`src/rtl/alu_pkg.sv`:
```
`default_nettype none
// ============================================================================
// Module      : alu_pkg
// Description : Opcode encoding and accumulator guard width for the SIMD ALU.
// Revision    : 1.0 - initial release
// ============================================================================
package alu_pkg;

    typedef enum logic [2:0] {
        OP_ADD = 3'b000,
        OP_SUB = 3'b001,
        OP_MUL = 3'b010,
        OP_EQ  = 3'b011,
        OP_GT  = 3'b100,
        OP_MAX = 3'b101,
        OP_MIN = 3'b110,
        OP_MAC = 3'b111
    } opcode_t;

    localparam int c_ACC_GUARD = 4;

endpackage
`default_nettype wire

```
`src/rtl/alu_lane.sv`:
```
`default_nettype none
// ============================================================================
// Module      : alu_lane
// Description : One signed SIMD lane with its own MAC accumulator; clamps
//               instead of wrapping when SIMD_ALU_SATURATE_EN is defined.
// Revision    : 1.0 - initial release
// ============================================================================
module alu_lane
    import alu_pkg::*;
#(
    parameter int WIDTH = 8
) (
    input  logic             clock_in,
    input  logic             reset_n_in,
    input  logic             acc_en_in,
    input  logic             acc_clear_in,
    input  opcode_t          opcode_in,
    input  logic [WIDTH-1:0] a_in,
    input  logic [WIDTH-1:0] b_in,
    output logic [WIDTH-1:0] result_out,
    output logic             overflow_out
);

    localparam int c_ACC_W = 2 * WIDTH + c_ACC_GUARD;

    logic signed [WIDTH-1:0]   w_a;
    logic signed [WIDTH-1:0]   w_b;
    logic signed [2*WIDTH-1:0] w_prod;
    logic [c_ACC_W-1:0]        w_sum_ext;
    logic [c_ACC_W-1:0]        w_diff_ext;
    logic [c_ACC_W-1:0]        w_prod_ext;
    logic [c_ACC_W-1:0]        w_acc_base;
    logic [c_ACC_W-1:0]        w_acc_sum;
    logic [c_ACC_W-1:0]        w_acc_next;
    logic [c_ACC_W-1:0]        r_acc;
    logic [c_ACC_W-1:0]        w_arith;
    logic                      w_arith_op;
    logic                      w_fits;
    logic [WIDTH-1:0]          w_cmp;
    logic [WIDTH-1:0]          w_clamped;

    assign w_a    = $signed(a_in);
    assign w_b    = $signed(b_in);
    assign w_prod = w_a * w_b;

    // Everything is widened to the accumulator width so one range check serves all ops.
    assign w_sum_ext  = {{(c_ACC_W-WIDTH){a_in[WIDTH-1]}}, a_in}
                      + {{(c_ACC_W-WIDTH){b_in[WIDTH-1]}}, b_in};
    assign w_diff_ext = {{(c_ACC_W-WIDTH){a_in[WIDTH-1]}}, a_in}
                      - {{(c_ACC_W-WIDTH){b_in[WIDTH-1]}}, b_in};
    assign w_prod_ext = {{c_ACC_GUARD{w_prod[2*WIDTH-1]}}, w_prod};
    assign w_acc_base = acc_clear_in ? '0 : r_acc;
    assign w_acc_sum  = w_acc_base + w_prod_ext;

`ifdef SIMD_ALU_SATURATE_EN
    localparam logic [WIDTH-1:0] c_MAX_W = {1'b0, {(WIDTH-1){1'b1}}};
    localparam logic [WIDTH-1:0] c_MIN_W = {1'b1, {(WIDTH-1){1'b0}}};
    logic w_acc_ovf;
    assign w_acc_ovf  = (w_acc_base[c_ACC_W-1] == w_prod_ext[c_ACC_W-1])
                     && (w_acc_sum[c_ACC_W-1] != w_acc_base[c_ACC_W-1]);
    assign w_acc_next = !w_acc_ovf          ? w_acc_sum :
                        w_acc_base[c_ACC_W-1] ? {1'b1, {(c_ACC_W-1){1'b0}}} :
                                                {1'b0, {(c_ACC_W-1){1'b1}}};
`else
    assign w_acc_next = w_acc_sum;
`endif

    always_comb begin
        w_arith    = '0;
        w_arith_op = 1'b0;
        w_cmp      = '0;
        case (opcode_in)
            OP_ADD: begin w_arith = w_sum_ext;  w_arith_op = 1'b1; end
            OP_SUB: begin w_arith = w_diff_ext; w_arith_op = 1'b1; end
            OP_MUL: begin w_arith = w_prod_ext; w_arith_op = 1'b1; end
            OP_MAC: begin w_arith = w_acc_next; w_arith_op = 1'b1; end
            OP_EQ:  w_cmp = {{(WIDTH-1){1'b0}}, (w_a == w_b)};
            OP_GT:  w_cmp = {{(WIDTH-1){1'b0}}, (w_a > w_b)};
            OP_MAX: w_cmp = (w_a > w_b) ? a_in : b_in;
            OP_MIN: w_cmp = (w_a < w_b) ? a_in : b_in;
            default: ;
        endcase
    end

    // A value fits in WIDTH signed bits when all bits from WIDTH-1 upward agree.
    assign w_fits = (&w_arith[c_ACC_W-1:WIDTH-1]) | ~(|w_arith[c_ACC_W-1:WIDTH-1]);

`ifdef SIMD_ALU_SATURATE_EN
    assign w_clamped = w_fits ? w_arith[WIDTH-1:0] :
                       (w_arith[c_ACC_W-1] ? c_MIN_W : c_MAX_W);
`else
    assign w_clamped = w_arith[WIDTH-1:0];
`endif

    assign result_out   = w_arith_op ? w_clamped : w_cmp;
    assign overflow_out = w_arith_op & ~w_fits;

    always_ff @(posedge clock_in or negedge reset_n_in) begin
        if (!reset_n_in) begin
            r_acc <= '0;
        end else if (acc_en_in) begin
            r_acc <= w_acc_next;
        end
    end

endmodule
`default_nettype wire

```
`src/rtl/simd_alu.sv`:
```
`default_nettype none
// ============================================================================
// Module      : simd_alu
// Description : Two-stage valid/ready SIMD ALU over LANES signed lanes.
//               Define SIMD_ALU_SATURATE_EN for clamping arithmetic.
// Revision    : 1.0 - initial release
// ============================================================================
module simd_alu
    import alu_pkg::*;
#(
    parameter int WIDTH = 8,
    parameter int LANES = 4
) (
    input  logic                   clock_in,
    input  logic                   reset_n_in,
    input  logic                   in_valid_in,
    output logic                   in_ready_out,
    input  logic [2:0]             opcode_in,
    input  logic                   acc_clear_in,
    input  logic [LANES*WIDTH-1:0] operand_a_in,
    input  logic [LANES*WIDTH-1:0] operand_b_in,
    output logic                   out_valid_out,
    input  logic                   out_ready_in,
    output logic [LANES*WIDTH-1:0] result_out,
    output logic [LANES-1:0]       overflow_out
);

    logic                   r_s1_valid;
    opcode_t                r_s1_op;
    logic                   r_s1_clear;
    logic [LANES*WIDTH-1:0] r_s1_a;
    logic [LANES*WIDTH-1:0] r_s1_b;
    logic                   r_out_valid;
    logic [LANES*WIDTH-1:0] r_result;
    logic [LANES-1:0]       r_overflow;

    logic                   w_s2_ready;
    logic                   w_s1_move;
    logic                   w_acc_en;
    logic [LANES*WIDTH-1:0] w_lane_res;
    logic [LANES-1:0]       w_lane_ovf;

    assign w_s2_ready    = !r_out_valid || out_ready_in;
    assign w_s1_move     = r_s1_valid && w_s2_ready;
    assign in_ready_out  = !r_s1_valid || w_s2_ready;
    // Accumulators step only on the S1->S2 move, so a stalled MAC cannot count twice.
    assign w_acc_en      = w_s1_move && (r_s1_op == OP_MAC);

    assign out_valid_out = r_out_valid;
    assign result_out    = r_result;
    assign overflow_out  = r_overflow;

    generate
        for (genvar gi = 0; gi < LANES; gi++) begin : g_lane
            alu_lane #(
                .WIDTH (WIDTH)
            ) u_lane (
                .clock_in     (clock_in),
                .reset_n_in   (reset_n_in),
                .acc_en_in    (w_acc_en),
                .acc_clear_in (r_s1_clear),
                .opcode_in    (r_s1_op),
                .a_in         (r_s1_a[gi*WIDTH +: WIDTH]),
                .b_in         (r_s1_b[gi*WIDTH +: WIDTH]),
                .result_out   (w_lane_res[gi*WIDTH +: WIDTH]),
                .overflow_out (w_lane_ovf[gi])
            );
        end
    endgenerate

    always_ff @(posedge clock_in or negedge reset_n_in) begin
        if (!reset_n_in) begin
            r_s1_valid <= 1'b0;
            r_s1_op    <= OP_ADD;
            r_s1_clear <= 1'b0;
            r_s1_a     <= '0;
            r_s1_b     <= '0;
        end else if (in_ready_out) begin
            r_s1_valid <= in_valid_in;
            if (in_valid_in) begin
                r_s1_op    <= opcode_t'(opcode_in);
                r_s1_clear <= acc_clear_in;
                r_s1_a     <= operand_a_in;
                r_s1_b     <= operand_b_in;
            end
        end
    end

    always_ff @(posedge clock_in or negedge reset_n_in) begin
        if (!reset_n_in) begin
            r_out_valid <= 1'b0;
            r_result    <= '0;
            r_overflow  <= '0;
        end else if (w_s2_ready) begin
            r_out_valid <= r_s1_valid;
            if (r_s1_valid) begin
                r_result   <= w_lane_res;
                r_overflow <= w_lane_ovf;
            end
        end
    end

endmodule
`default_nettype wire

```
`config.mk`:
```
export PLATFORM = sky130hd
export DESIGN_NAME = simd_alu
export DESIGN_NICKNAME = d
export VERILOG_FILES = /design/src/rtl/alu_pkg.sv /design/src/rtl/alu_lane.sv /design/src/rtl/simd_alu.sv
export SDC_FILE = /design/constraint.sdc
export NUM_CORES = 1
export LEC_CHECK = 0
export BUFFER_PORTS_ARGS = -buffer_cell sky130_fd_sc_hd__buf_4
export CAP_MARGIN = 20
export CELL_PAD_IN_SITES_DETAIL_PLACEMENT = 0
export CELL_PAD_IN_SITES_GLOBAL_PLACEMENT = 2
export CORE_ASPECT_RATIO = 1.5
export CORE_MARGIN = 2
export CORE_UTILIZATION = 37
export DETAILED_ROUTE_END_ITERATION = 8
export GPL_ROUTABILITY_DRIVEN = 0
export PLACE_DENSITY_LB_ADDON = 0.15
export SYNTH_ARGS = -nofsm -noshare
export SYNTH_HDL_FRONTEND = slang
export SYNTH_HIERARCHICAL = 1
export SYNTH_SLANG_ARGS = --single-unit
```
`constraint.sdc`:
```
create_clock -name clock_in -period 6.45 [get_ports clock_in]
set_input_delay 0.3225 -clock clock_in [delete_from_list [all_inputs] [get_ports clock_in]]
set_output_delay 0.3225 -clock clock_in [all_outputs]
set_load 0.05 [all_outputs]
```
==> impl_summary.txt, run 1 <==
----------------------------------------------------
[Outcome]
  Result of the run ... finished, violations left
  Failing checks ... negative setup slack

[Floorplanning]
  Core Footprint ... 74000 um^2
  Width of the die ... 228 um
  Overall die height ... 339 um
  Starting utilization of the core area ... 37.5%
  Num rows ... 122
  Die Outline Area ... 77200 um^2
  Total I/O pin count ... 110

[Logic synthesis]
  Synth warnings ... 6
  Ys flop type ... dfrtp_1
  Fraction of the yosys area taken by sequential cells ... 16.8%
  Synth area leader ... dfrtp_1
  Average instance area after synthesis ... 8.78 um^2
  Portion of netlist area occupied by mux cells ... 9.25%
  Proportion of netlist area held by the largest area contributor ... 16.8%
  FFs w/ async S/R, synth ... 100%
  Number of unique standard cell types used by synthesis ... 127
  Number of synthesized register bits ... 186
  Dominant combinational cell family by area after synthesis ... adder cells
  Count of flip-flops with a built-in enable after synthesis ... 0
  Synth Area in Adders ... 28.2%
  Most area-consuming cells after synthesis ... dfrtp_1 17%, fa_1 17%, ha_1 11%, mux2_2 6.4%, inv_1 6.0%
  Synth Net Count ... 3714
  Synthesized-area fraction occupied by and/or/nand/nor cells ... 16.1%
  Post-Synthesis Cell Area ... 27700 um^2
  Compound-Gate Fraction of Synth Area ... 16.2%
  Xor-xnor portion of the synthesized cell area ... 5.25%
  Post-Syn Instances ... 3158

[Drt]
  Via density per instance ... 5.19
  Remaining antenna violation count after routing ... 0
  Drt pass-1 iters ... 5
  Wirelength, routed ... 90.7 mm
  DRC viols ... 0
  Wire length per cell ... 18.8 um
  Starting DRT DRC Count ... 1229
  Via count ... 25057

[Worst setup path]
  Biggest fanout along the worst timing path ... 3
  Crit Path Class ... reg -> reg
  Setup crit start kind ... flip-flop
  Critical path endpoint category ... flip-flop
  Worst path arrival time ... 7290 ps
  Required time of the worst setup path ... 6850 ps
  Worst path slowest cell ... fa_1
  Largest stage delay on the critical path ... 550 ps

[Clock network]
  Clock latency on the worst-skew pair ... 520 ps
  Clock Tree Buf Depth ... 2
  Total clock buffers created by CTS ... 17
  Clock tree root driver cell ... clkbuf_16
  TritonCTS clock tree ... done
  # clock sinks ... 186
  Htree depth ... 4
  Register clock-pin slew on the reported worst setup and hold paths ... 90 ps

[Min path]
  Type of the tightest min-delay check ... in -> reg

[STA]
  Final worst clock skew ... 15.0 ps
  Slew at the pin closest to its max-slew limit ... 1070 ps
  Finish-stage setup viols ... 5
  RSZ-0062 raised after global routing ... yes
  Max-slew headroom ... 28.6%
  Final-layout worst hold slack ... 38.2 ps
  Post-layout worst setup margin ... -435 ps
  Final worst-path cycle share ... 107%
  Max-slew violation count ... 0
  Max Freq ... 0.145 GHz
  Final-report hold violation count ... 0
  Min cycle time layout ... 6890 ps

[Placement]
  Port-buffer cells ... 109
  Pre-CTS setup slack ... -522 ps
  HPWL after DPL ... 70.6 mm

[Global routing]
  Antenna violations before repair ... 0
  Via count of the first global-routing pass ... 27055
  Wire length of the first global-routing pass ... 145 mm
  Pin count of the biggest net entering global routing ... 109
  Global-route congestion overflow total ... 0
  All-layer global routing usage ... 23.9%

[Layout]
  Relative area change from synthesis to final layout ... 31.6%
  Most used cells in the layout excluding fill and tap cells ... 676 x buf_4, 401 x inv_1, 219 x fa_1
  Number of nets in the finished design ... 4379
  Layout cells sized above 1 ... 34.1%
  Most frequent standard cell in the layout excluding fill and tap cells ... buf_4
  Inserted Diodes ... 0

[Run]
  Max-cap violation count ... 0

----------------------------------------------------
==> layer usage <==
metal / up-vias / share of wire (%) / global-route usage [%]
li1: 12052 / - / -
met1: 12497 / 41 / 27.7
met2: 379 / 54 / 45.3
met3: 129 / 2.0 / 2.30
met4: 0 / 2.9 / 7.67
met5: - / 0 / 0
==> state kept, by name, summed over array words and instances (netlist names) <==
name / count
r_s1_valid: 1
r_s1_b: 32
out_valid_out: 1
r_s1_clear: 1
g_lane.u_lane/r_acc: 80
overflow_out: 4
result_out: 32
r_s1_op: 3
r_s1_a: 32
==> layout make-up <==
class | instances | area [um^2]
clock buffer | 19 | 433
clock inverter | 13 | 156
fill | 7118 | 37500
inverter | 454 | 1730
multi-input combinational | 2417 | 22400
sequential | 186 | 4710
tap | 992 | 1240
timing repair buffer | 747 | 5860
==> logic make-up after synthesis <==
family,after synthesis
DFF,186
muxes,226
buffers and inverters,555
adders and majority gates,485
AOI/OAI and AO/OA,682
xor gates and xnor gates,155
and+or+nand+nor,869
==> cell usage after synthesis (all sizes together) (11+ instances only) <==
cell / instances
a21oi: 229
xor2: 41
nor2b: 93
o21bai: 15
mux2i: 47
mux2: 179
xnor2: 111
nand2b: 34
ha: 252
a21o: 33
nor2: 228
and3: 15
or3: 16
dfrtp: 186
nand2: 182
nand3: 39
and2: 125
a221oi: 12
nand4: 17
fa: 232
clkbuf: 76
a211o: 13
o211ai: 19
inv: 448
o21ai: 127
o21a: 17
o31ai: 15
a211oi: 32
or2: 11
o22ai: 36
a31oi: 28
buf: 25
nor3: 52
==> repair_timing <==
action / in CTS / in global routing
pin swaps: 131 / 119
endpoints found under the hold margin: 94 / 0
endpoints found under the setup margin: 12 / 16
setup buffers: 72 / 38
hold buffers: 35 / 0
gates resized for setup: 198 / 189
==> final timing paths <==
check	start	to	slack [ps]	depth (start not counted)
hold / removal	operand_a_in[2]	r_s1_a[2]	40	2
hold reg to reg	g_lane[2].u_lane/r_acc[8]	g_lane[2].u_lane/r_acc[8]	480	2
setup / recovery	r_s1_a[12]	overflow_out[1]	-440	28
max in group asynchronous	reset_n_in	r_s1_clear	4690	3
min in group asynchronous	reset_n_in	result_out[1]	460	2
setup reg to reg	r_s1_a[12]	overflow_out[1]	-440	28
==> critical path, delay by kind of cell (launching register included) <==
kind            cells  cell delay [ps]
flops               1              440
fa+ha+maj           6             2550
buf+inv             6              480
mux                 1              280
simple gates        3              620
compound gates     11             2210
xor+xnor            1              170
==> stage by stage <==
step,utilization (%),area (um^2),cells,TNS (ps)
floorplan,-,27900,3158,-40.4
global placement,44.7,33100,4656,-1990
detailed placement,44.7,33100,4657,-2560
CTS,47.9,35500,4796,-1060
global route,49.3,36500,4828,-2480
finish,49.3,36500,4828,-777
Power of run 1 is not shown: default switching activity piles up to over one toggle a cycle in this logic, so the estimate is an artifact.
==> run 2, diff against run 1 <==
CORE_UTILIZATION = 44   (was 37)
clock period = 8.55 ns   (was 6.45 ns; I/O delays follow)
==> impl_summary.txt, run 2 (synthesized netlist as in run 1, its figures left out) <==
----------------------------------------------------
[Clock network]
  Cts hold-fix bufs ... 1
  Clock latency on the worst-skew pair ... 520 ps
  Register clock-pin slew on the reported worst setup and hold paths ... 80 ps
  Clock Tree Buf Depth ... 2
  # clock sinks ... 186
  Htree depth ... 4
  Post-CTS resize count ... 0
  TritonCTS clock tree ... done
  Total clock buffers created by CTS ... 17
  Buffers inserted by post-CTS timing repair ... 0
  Clock tree root driver cell ... clkbuf_16

[STA]
  Final worst clock skew ... 13.1 ps
  RSZ-0062 raised after global routing ... no
  Slew at the pin closest to its max-slew limit ... 1050 ps
  Final-report hold violation count ... 0
  Finish-stage setup viols ... 0
  Max Freq ... 0.132 GHz
  Max-slew violation count ... 0
  Final worst-path cycle share ... 88.8%
  Max-slew headroom ... 29.9%
  Min cycle time layout ... 7600 ps
  Sum Neg Setup Slack ... 0 ps

[Layout]
  Most frequent standard cell in the layout excluding fill and tap cells ... inv_1
  Area of combinational cells with multiple inputs ... 20800 um^2
  Register containing the most flip-flops in the final layout ... g_lane.u_lane/r_acc
  Relative area change from synthesis to final layout ... 7.32%
  Most used cells in the layout excluding fill and tap cells ... 446 x inv_1, 252 x ha_1, 232 x fa_1
  Count of fill cells added during filler insertion ... 6192
  Layout cells sized above 1 ... 12.9%
  FF/Latch Area ... 4660 um^2
  Inserted Diodes ... 0
  Flip-flop count of the largest register, all copies and words added ... 80
  Number of nets in the finished design ... 3758
  Post-route standard cell area excluding fillers ... 29800 um^2

[Placement]
  HPWL after DPL ... 62.1 mm
  Port-buffer cells ... 109
  Total placed instance area ... 29100 um^2

[Drt]
  Drt pass-1 iters ... 8
  Wire length per cell ... 19.9 um
  Wirelength, routed ... 80.0 mm
  DRC viols ... 0
  Starting DRT DRC Count ... 1312
  Via density per instance ... 5.66
  Via count ... 22699
  Remaining antenna violation count after routing ... 0

[Floorplanning]
  Width of the die ... 209 um
  Total I/O pin count ... 110
  Die Outline Area ... 65100 um^2
  Core Footprint ... 62200 um^2
  Overall die height ... 311 um
  Starting utilization of the core area ... 44.6%
  Num rows ... 112

[Worst setup path]
  Crit Path Class ... reg -> reg
  Launch point of the worst reg-to-reg path ... r_s1_b[11]
  First element of the critical path ... r_s1_b[11]
  Termination of the worst setup path ... overflow_out[1]
  Worst path arrival time ... 8000 ps
  Required time of the worst setup path ... 8950 ps
  Reg-to-reg slack, setup ... 950 ps
  Biggest fanout along the worst timing path ... 9
  Critical path endpoint category ... flip-flop
  Setup crit start kind ... flip-flop
  R2r worst-path depth ... 26
  Worst reg2reg endpoint ... overflow_out[1]

[Global routing]
  Global-route congestion overflow total ... 0
  Wire length of the first global-routing pass ... 131 mm
  Pin count of the biggest net entering global routing ... 76
  Via count of the first global-routing pass ... 24118
  All-layer global routing usage ... 25.3%
  Antenna violations before repair ... 1

[Run]
  Max-cap violation count ... 0

[Outcome]
  Result of the run ... complete, no violations

[Min path]
  Type of the tightest min-delay check ... in -> reg

----------------------------------------------------
[run 2: worst max-delay path, stage by stage (launching register included)]
cell,delay (ps)
dfrtp_1,540
inv_1,260
nor2_1,130
fa_1,620
inv_1,160
fa_1,590
inv_1,60
fa_1,540
inv_1,60
fa_1,540
inv_1,50
ha_1,360
o211ai_1,110
o21ai_1,210
a311oi_1,140
nor3_1,700
nor2_4,190
ha_1,330
or4_1,510
a21oi_1,220
a211oi_2,110
or2_1,260
mux2i_1,140
nand3_1,110
o41ai_2,210
a31oi_1,70
mux2_2,270
[run 2: stage by stage]
stage | cells | hold WS (ps) | utilization (%) | setup WS, ps
after CTS | 4012 | 98.2 | 47.8 | 910
after detailed placement | 3979 | 467 | 46.8 | 947
final | 4013 | 139 | 47.8 | 954
after global routing | 4013 | 112 | 47.8 | 374
after global placement | 3979 | 454 | 46.8 | 957
after floorplan | 3158 | 132 | - | 1670
[run 2: final cells by class]
| cell class | count | area share, % |
|---|---|---|
| inverter | 454 | 5.74 |
| multi-input combinational | 2417 | 69.9 |
| sequential | 186 | 15.7 |
| clock inverter | 14 | 0.610 |
| tap | 798 | 3.36 |
| timing repair buffer | 126 | 3.28 |
| clock buffer | 18 | 1.48 |
[run 2: worst min path at each step]
| stage | slack (ps) | endpoint | cells after the start | startpoint |
|---|---|---|---|---|
| floorplan | 130 | g_lane[0].u_lane/r_acc[0] | 0 | reset_n_in |
| global placement | 450 | g_lane[2].u_lane/r_acc[8] | 2 | g_lane[2].u_lane/r_acc[8] |
| detailed placement | 470 | g_lane[2].u_lane/r_acc[8] | 2 | g_lane[2].u_lane/r_acc[8] |
| CTS | 100 | r_s1_b[30] | 2 | operand_b_in[30] |
| global route | 110 | r_s1_a[30] | 2 | operand_a_in[30] |
| finish | 140 | r_s1_b[30] | 2 | operand_b_in[30] |
[run 2: per-layer routing]
metal	wire length, um	track usage [%]
met5	14	0
met1	33700	30.3
met2	42100	47.0
met3	2190	3.15
met4	2040	7.52
Power of run 2 is left out for the same reason.
==> run 3, diff against run 2 <==
REMOVE_ABC_BUFFERS = 1   (was unset)
==> impl_summary.txt, run 3 (synthesized netlist as in run 1, its figures left out) <==
----------------------------------------------------
[Outcome]
  Result of the run ... complete, no violations

[Layout]
  Count of fill cells added during filler insertion ... 6121
  Layout cells sized above 1 ... 13.0%
  Flip-flop count of the largest register, all copies and words added ... 80
  Relative area change from synthesis to final layout ... 7.18%
  FF/Latch Area ... 4660 um^2
  Most frequent standard cell in the layout excluding fill and tap cells ... inv_1
  Area of combinational cells with multiple inputs ... 20800 um^2
  Register containing the most flip-flops in the final layout ... g_lane.u_lane/r_acc
  Post-route standard cell area excluding fillers ... 29700 um^2
  Most used cells in the layout excluding fill and tap cells ... 446 x inv_1, 252 x ha_1, 232 x fa_1
  Inserted Diodes ... 0
  Number of nets in the finished design ... 3760

[Global routing]
  Wire length of the first global-routing pass ... 126 mm
  Met1 global-route usage ... 29.0%
  Pin count of the biggest net entering global routing ... 75
  All-layer global routing usage ... 24.4%
  Busiest grt layer ... met2
  Antenna violations before repair ... 0
  GR met2 Demand/Resource ... 44.8%
  Global-route congestion overflow total ... 0
  Met3 track demand over resource in global routing ... 3.05%
  Via count of the first global-routing pass ... 23697

[Clock network]
  Cts hold-fix bufs ... 1
  # clock sinks ... 186
  Buffers inserted by post-CTS timing repair ... 0
  Total clock buffers created by CTS ... 17
  TritonCTS clock tree ... done
  Clock latency on the worst-skew pair ... 520 ps
  Htree depth ... 4
  Register clock-pin slew on the reported worst setup and hold paths ... 80 ps
  Clock tree root driver cell ... clkbuf_16
  Post-CTS resize count ... 0
  Clock Tree Buf Depth ... 2

[STA]
  RSZ-0062 raised after global routing ... no
  Max-slew violation count ... 0
  Final worst-path cycle share ... 88.2%
  Max Freq ... 0.133 GHz
  Slew at the pin closest to its max-slew limit ... 1060 ps
  Min cycle time layout ... 7540 ps
  Finish-stage setup viols ... 0
  Final worst clock skew ... 16.5 ps
  Max-slew headroom ... 29.0%
  Final-report hold violation count ... 0
  Sum Neg Setup Slack ... 0 ps

[Worst setup path]
  Crit Path Class ... reg -> reg
  Reg-to-reg slack, setup ... 1010 ps
  R2r worst-path depth ... 25
  Biggest fanout along the worst timing path ... 10
  Critical path endpoint category ... flip-flop
  Worst path arrival time ... 7950 ps
  Launch point of the worst reg-to-reg path ... r_s1_b[15]
  Setup crit start kind ... flip-flop
  Worst reg2reg endpoint ... overflow_out[1]
  Required time of the worst setup path ... 8960 ps

[Floorplanning]
  Die Outline Area ... 65100 um^2
  Width of the die ... 209 um
  Overall die height ... 311 um
  Starting utilization of the core area ... 44.6%
  Total I/O pin count ... 110
  Num rows ... 112
  Core Footprint ... 62200 um^2

[Run]
  Max-cap violation count ... 0

[Min path]
  Cell count of the worst hold path ... 2
  Type of the tightest min-delay check ... in -> reg
  Worst Min Path Start ... in_valid_in
  Worst hold endpoint ... r_s1_valid

[Drt]
  Starting DRT DRC Count ... 1087
  Wire length per cell ... 19.2 um
  Via count ... 22549
  DRC viols ... 0
  Remaining antenna violation count after routing ... 0
  Drt pass-1 iters ... 5
  Wirelength, routed ... 77.0 mm
  Via density per instance ... 5.62

[Placement]
  Total placed instance area ... 29100 um^2
  HPWL after DPL ... 60.5 mm
  Port-buffer cells ... 109

----------------------------------------------------
## run 3: layout make-up
class | instances | share of cell area [%]
Clock inverter | 13 | 0.446
Timing Repair Buffer | 128 | 3.31
Inverter | 454 | 5.74
Tap cell | 798 | 3.36
Sequential cell | 186 | 15.7
Multi-Input combinational cell | 2417 | 70.0
Clock buffer | 19 | 1.49
## run 3: worst max-delay path by stage
stage	end	start	slack (ps)	cells after the start
2_1_floorplan	g_lane[2].u_lane/r_acc[8]	r_s1_op[0]	1590	4
3_3_place_gp	overflow_out[1]	r_s1_b[11]	1130	26
3_5_place_dp	overflow_out[2]	r_s1_b[20]	1030	27
4_1_cts	overflow_out[2]	r_s1_a[20]	990	27
5_1_grt	overflow_out[2]	r_s1_a[23]	450	28
6_report	overflow_out[1]	r_s1_b[15]	1010	25
## run 3: through the flow
step | std cells | hold slack, ps | worst slack [ps] | utilization [%]
after global placement | 3981 | 438 | 1130 | 46.8
after detailed placement | 3981 | 444 | 1030 | 46.8
final | 4015 | 127 | 1010 | 47.8
after global routing | 4015 | 117 | 453 | 47.8
after floorplan | 3057 | 132 | 1590 | -
after CTS | 4014 | 93.6 | 990 | 47.7
## run 3: critical path: stages (launching register included)
cell and delay, ps:
dfrtp_1 570, inv_1 210, nor2_1 210, fa_1 460, fa_1 530, fa_1 550
inv_1 50, fa_1 530, inv_1 50, ha_1 350, a21o_1 210, a221oi_1 510
o21ai_1 160, xor2_1 190, ha_1 430, o21a_1 170, a2111oi_2 350, o32ai_1 160
or2_1 290, a211oi_2 290, nand2b_1 160, o2111ai_1 120, o211a_1 200, o41ai_2 330
a31oi_1 70, mux2_2 270
## run 3: per-layer routing
layer	share of wire, %	wire length, um	up-vias
li1	-	-	10835
met1	42	32100	11195
met2	52	40400	422
met3	3.2	2470	97
met4	2.6	2030	0
met5	0	0	-
Power of run 3 is left out for the same reason.
